[config.mk]
export PLATFORM = sky130hd
export DESIGN_NAME = ahb_slave_mem
export DESIGN_NICKNAME = d
export VERILOG_FILES = /design/src/rtl/ahb_slave_mem.sv
export SDC_FILE = /design/constraint.sdc
export NUM_CORES = 2
export LEC_CHECK = 0
export CAP_MARGIN = 10
export CELL_PAD_IN_SITES_DETAIL_PLACEMENT = 0
export CELL_PAD_IN_SITES_GLOBAL_PLACEMENT = 1
export CORE_ASPECT_RATIO = 1.75
export CORE_MARGIN = 3
export CORE_UTILIZATION = 46
export CTS_BUF_LIST = sky130_fd_sc_hd__clkbuf_2
export CTS_CLUSTER_DIAMETER = 50
export DETAILED_ROUTE_END_ITERATION = 12
export GPL_ROUTABILITY_DRIVEN = 0
export PLACE_DENSITY_LB_ADDON = 0.12
export SLEW_MARGIN = 20
export SYNTH_ARGS = -nofsm -noshare
export SYNTH_HDL_FRONTEND = slang
export SYNTH_SLANG_ARGS = --single-unit
[constraint.sdc]
create_clock -name HCLK -period 35.5 [get_ports HCLK]
set_input_delay 3.55 -clock HCLK [delete_from_list [all_inputs] [get_ports HCLK]]
set_output_delay 3.55 -clock HCLK [all_outputs]
set_load 0.005 [all_outputs]
[src/rtl/ahb_slave_mem.sv]
// AHB-Lite slave backed by a word-addressed register memory.
// Owns addresses LOW_ADDR..HIGH_ADDR; out-of-range or oversize transfers
// get a two-cycle ERROR response; OKAY transfers take WAIT_STATES waits.
// Ports:
//   HCLK, HRESET        clock, async active-high reset
//   HSEL, HADDR, HTRANS,
//   HWRITE, HSIZE,
//   HBURST, HREADY      address phase inputs (HBURST unused)
//   HWDATA              write data, sampled in the completion cycle
//   HREADYOUT, HRESP,
//   HRDATA              slave response
module ahb_slave_mem #(
    parameter logic [31:0] LOW_ADDR    = 32'd0,
    parameter logic [31:0] HIGH_ADDR   = 32'd31,
    parameter int unsigned WAIT_STATES = 0
) (
    input  logic        HCLK,
    input  logic        HRESET,
    input  logic        HSEL,
    input  logic [31:0] HADDR,
    input  logic [1:0]  HTRANS,
    input  logic        HWRITE,
    input  logic [2:0]  HSIZE,
    input  logic [2:0]  HBURST,
    input  logic [31:0] HWDATA,
    input  logic        HREADY,
    output logic        HREADYOUT,
    output logic [1:0]  HRESP,
    output logic [31:0] HRDATA
);

    localparam int unsigned DEPTH = HIGH_ADDR - LOW_ADDR + 32'd1;
    localparam int unsigned AW    = (DEPTH > 1) ? $clog2(DEPTH) : 1;

    localparam logic [1:0] RESP_OKAY  = 2'b00;
    localparam logic [1:0] RESP_ERROR = 2'b01;

    typedef enum logic [2:0] {
        ST_IDLE,
        ST_WAIT,
        ST_DATA,
        ST_ERR1,
        ST_ERR2
    } state_t;

    state_t r_state;
    state_t w_next;
    state_t w_route;

    logic [2:0]    r_wcnt;
    logic [AW-1:0] r_idx;
    logic          r_write;
    logic [2:0]    r_size;
    logic [31:0]   r_mem [DEPTH];

    logic          w_accept;
    logic          w_eval;
    logic          w_take;
    logic          w_err;
    logic [31:0]   w_off;
    logic [31:0]   w_wmerge;
    logic          w_unused;

    // HTRANS[1] set means NONSEQ or SEQ
    assign w_accept = HSEL & HREADY & HTRANS[1];
    assign w_err    = (HADDR < LOW_ADDR) | (HADDR > HIGH_ADDR)
                    | (HSIZE > 3'd2);
    assign w_off    = HADDR - LOW_ADDR;

    // Address phases are only looked at in cycles where HREADYOUT is high
    assign w_eval = (r_state == ST_IDLE) | (r_state == ST_DATA)
                  | (r_state == ST_ERR2);
    assign w_take = w_eval & w_accept;

    assign w_unused = ^{HBURST, HTRANS[0], w_off};

    always_comb begin
        if (w_err) begin
            w_route = ST_ERR1;
        end else if (WAIT_STATES > 0) begin
            w_route = ST_WAIT;
        end else begin
            w_route = ST_DATA;
        end
    end

    always_comb begin
        w_next    = r_state;
        HREADYOUT = 1'b1;
        HRESP     = RESP_OKAY;
        HRDATA    = '0;
        unique case (r_state)
            ST_IDLE: begin
                if (w_take) w_next = w_route;
            end
            ST_WAIT: begin
                HREADYOUT = 1'b0;
                if (r_wcnt <= 3'd1) w_next = ST_DATA;
            end
            ST_DATA: begin
                if (!r_write) HRDATA = r_mem[r_idx];
                w_next = w_take ? w_route : ST_IDLE;
            end
            ST_ERR1: begin
                HREADYOUT = 1'b0;
                HRESP     = RESP_ERROR;
                w_next    = ST_ERR2;
            end
            ST_ERR2: begin
                HRESP  = RESP_ERROR;
                w_next = w_take ? w_route : ST_IDLE;
            end
            default: w_next = ST_IDLE;
        endcase
    end

    always_ff @(posedge HCLK or posedge HRESET) begin
        if (HRESET) begin
            r_state <= ST_IDLE;
            r_wcnt  <= '0;
            r_idx   <= '0;
            r_write <= 1'b0;
            r_size  <= '0;
        end else begin
            r_state <= w_next;
            if (w_take) begin
                r_idx   <= w_err ? '0 : w_off[AW-1:0];
                r_write <= HWRITE;
                r_size  <= HSIZE;
                r_wcnt  <= 3'(WAIT_STATES);
            end else if (r_state == ST_WAIT && r_wcnt != 3'd0) begin
                r_wcnt <= r_wcnt - 3'd1;
            end
        end
    end

    // Narrow writes land in the low lanes; upper bits keep old contents
    always_comb begin
        w_wmerge = HWDATA;
        unique case (r_size)
            3'd0:    w_wmerge = {r_mem[r_idx][31:8], HWDATA[7:0]};
            3'd1:    w_wmerge = {r_mem[r_idx][31:16], HWDATA[15:0]};
            default: w_wmerge = HWDATA;
        endcase
    end

    always_ff @(posedge HCLK or posedge HRESET) begin
        if (HRESET) begin
            for (int i = 0; i < int'(DEPTH); i++) begin
                r_mem[i] <= '0;
            end
        end else if (r_state == ST_DATA && r_write) begin
            r_mem[r_idx] <= w_wmerge;
        end
    end

endmodule

==> flow_summary.ini <==
[cts]
ctsResizeCount = 0
cts_tree = built
h-tree-depth = 4
clk-insertion-delay-late_ps = 1660
clk_pin_slew_worst_paths_ps = 120
cts_buffer_depth = 3
post-cts-setup-buffer-count = 0
clock-sinks = 1039
root_buffer = clkbuf_2
hold_buffers = 0
cts_made_buffers = 240

[timing]
fin_tns_setup_ps = 0
min_period_over_period_pct = 30.76
rsz0062_at_grt = no
fin_crit_ps = 10920
fin_ws_ps = 24580
slew_headroom_pct = 23.94
hold_viol = 0
fmax_mhz = 91.57
timing.hold.ws_ps = 500.2
setup_viol = 0
skew_ps = 122.0
final_max_slew_viol_count = 0
worst_pin_slew_ps = 1141

[synth]
syn_area_um2 = 48600
synth_area_leaders = dfrtp_1 (53%), mux2_2 (23%), mux2i_1 (7.9%), mux4_2 (3.0%), o22ai_1 (2.2%)
synth_ff_type = dfrtp_1
synth.ff_latch_count = 1039
seq_area_frac_synth_pct = 53.50
synth_cell_types = 50
synth_top_area_share_pct = 53.50
yosys_warnings = 0
async_reset_ff_share_pct = 100.0
avgSynthCellArea_um2 = 14.65
syn_nets = 3398
ys_top_cells_by_count = dfrtp_1 (1039), mux2_2 (1008), mux2i_1 (384), o22ai_1 (172), buf_2 (151)
yosysMostFrequentCell = dfrtp_1
synth_cells = 3318
yosysTopAreaCell = dfrtp_1
synth-edff-count = 0

[setup_path]
endpoint_kind = output port
slowest_stage = dfrtp_4
max_stage_delay_ps = 1110
critPathLaunchType = flip-flop
cp_num_buf_inv = 4
cp.arrival_ps = 7370
crit_family = buffers and inverters
cp_max_fo = 129
worstSetupPathType = flip-flop to output port
crit_chain = buf_12 -> buf_4 -> buf_4 -> mux2i_1 -> o22ai_1 -> nor4_2 -> a21oi_1 -> clkdlybuf4s50_1
worstPathRequired_ps = 31950
path_common_cell = buf_4

[die]
die-area_um2 = 109700
die_h_um = 436.0
ioPinCount = 112
start_util_pct = 46.42
die_x_um = 251.7
row_count = 157
core_area_um2 = 104700

[final_layout]
design_area_um2 = 52330
area_growth_pct = 7.669
drive_above_1_share_pct = 46.18
nets = 3493

[power_and_ir_drop]
max-vdd-ir-drop_v = 0.00003022
power.density_nw_per_um2 = 46.71
leakagePower_nw = 21.47

[routing]
dr.pass1.iters = 5
wl_um = 141700
wire_per_inst_um = 28.57
drc = 0
viasPerCell = 5.942
via_count = 29480
antenna_left = 0
drtIter0Drc = 1729

[placement]
dp_slack_ps = 26190
hpwl_um = 79790
port_buffers = 106
placed_cell_area_um2 = 50120

[global_route]
grt_pass1_wl_um = 210500
grtUsageMet2_pct = 47.20
overflow = 0
antenna_found_initial = 3
busiest_layer = met2
grt_pass1_vias = 32570
grt_max_degree = 201
globalRouteMet1Util_pct = 30.23
grt_use_met3_pct = 4.390
grtUsageTotal_pct = 26.09

[run_status]
status = finished, final reports clean

[hold_path]
worstHoldPathType = flip-flop to flip-flop

[job]
drv_cap = 0
## placed cells by master, fill, tap and decap left out, drive strengths merged, types with 35 or more instances in the layout
cell type | synthesis | routed
buf | 248 | 78
clkbuf | 78 | 348
clkdlybuf4s50 | 0 | 101
clkinv | 0 | 75
dfrtp | 1039 | 1039
mux2 | 1024 | 1024
mux2i | 384 | 384
mux4 | 64 | 64
nand2 | 41 | 41
nor2 | 35 | 35
nor4 | 55 | 55
o22ai | 193 | 193
## area by class of cell
| cell class | instances | area (um2) |
|---|---|---|
| fillers | 9112 | 52370 |
| flip-flops and latches | 1039 | 26010 |
| multi-input cells | 1947 | 20740 |
| clock buffers | 348 | 1742 |
| repair buffers | 179 | 1690 |
| well taps | 1351 | 1690 |
| clock inverters | 84 | 411.6 |
| inverters | 6 | 30.03 |
| diodes | 7 | 17.52 |
## where the power goes
group / switching [mW] / internal (mW)
registers: 0.0350 / 1.25
clock network: 0.484 / 0.280
logic: 0.259 / 0.137
## per-layer routing
| metal | vias to the layer above | wire length (um) |
|---|---|---|
| li1 | 12610 | - |
| met1 | 15860 | 55140 |
| met2 | 693 | 75050 |
| met3 | 319 | 5236 |
| met4 | 0 | 6298 |
| met5 | - | 0 |
## logic make-up after synthesis
logic type | after synthesis | share of synthesized area (%)
mux | 1472 | 34.60
flops | 1039 | 53.50
buf+inv | 332 | 4.219
compound gates | 293 | 4.855
simple gates | 176 | 2.708
fa+ha+maj | 3 | 0.07724
xor+xnor | 2 | 0.03605
other cells | 1 | 0.007716
## worst register-to-register path, stage by stage (launching register included)
cell     delay, ps
dfrtp_4       1110
buf_12         790
buf_4         1080
buf_4         1010
mux2i_1        310
o22ai_1        170
nor4_2         670
a31oi_4        420
mux2_2         440
## registers in the layout (all words and copies together) (netlist names)
signal,count
r_mem,1024
r_idx,5
r_size,3
r_state,3
r_wcnt,3
r_write,1
## final timing paths
| kind | start | end | slack, ps | depth (start not counted) |
|---|---|---|---|---|
| worst max register to register | r_idx[0]$_DFFE_PP0P_ | r_mem[626]$_DFFE_PP0P_ | 29370 | 8 |
| max in group asynchronous | HRESET | r_mem[497]$_DFFE_PP0P_ | 28750 | 7 |
| worst min-delay path | r_mem[357]$_DFFE_PP0P_ | r_mem[357]$_DFFE_PP0P_ | 500 | 1 |
| worst max-delay path | r_idx[0]$_DFFE_PP0P_ | HRDATA[18] | 24580 | 8 |
| min in group asynchronous | HRESET | r_mem[869]$_DFFE_PP0P_ | 2580 | 2 |
| worst min register to register | r_mem[357]$_DFFE_PP0P_ | r_mem[357]$_DFFE_PP0P_ | 500 | 1 |
## through the flow
stage,power [mW],std cells,util (%)
global placement,1.686,4520,47.87
CTS,2.484,4952,49.92
finish,2.444,4961,49.98
global route,2.583,4960,49.98
floorplan,1.649,3318,-
detailed placement,1.709,4520,47.87
No activity file was read; power rests on OpenSTA's default activity.
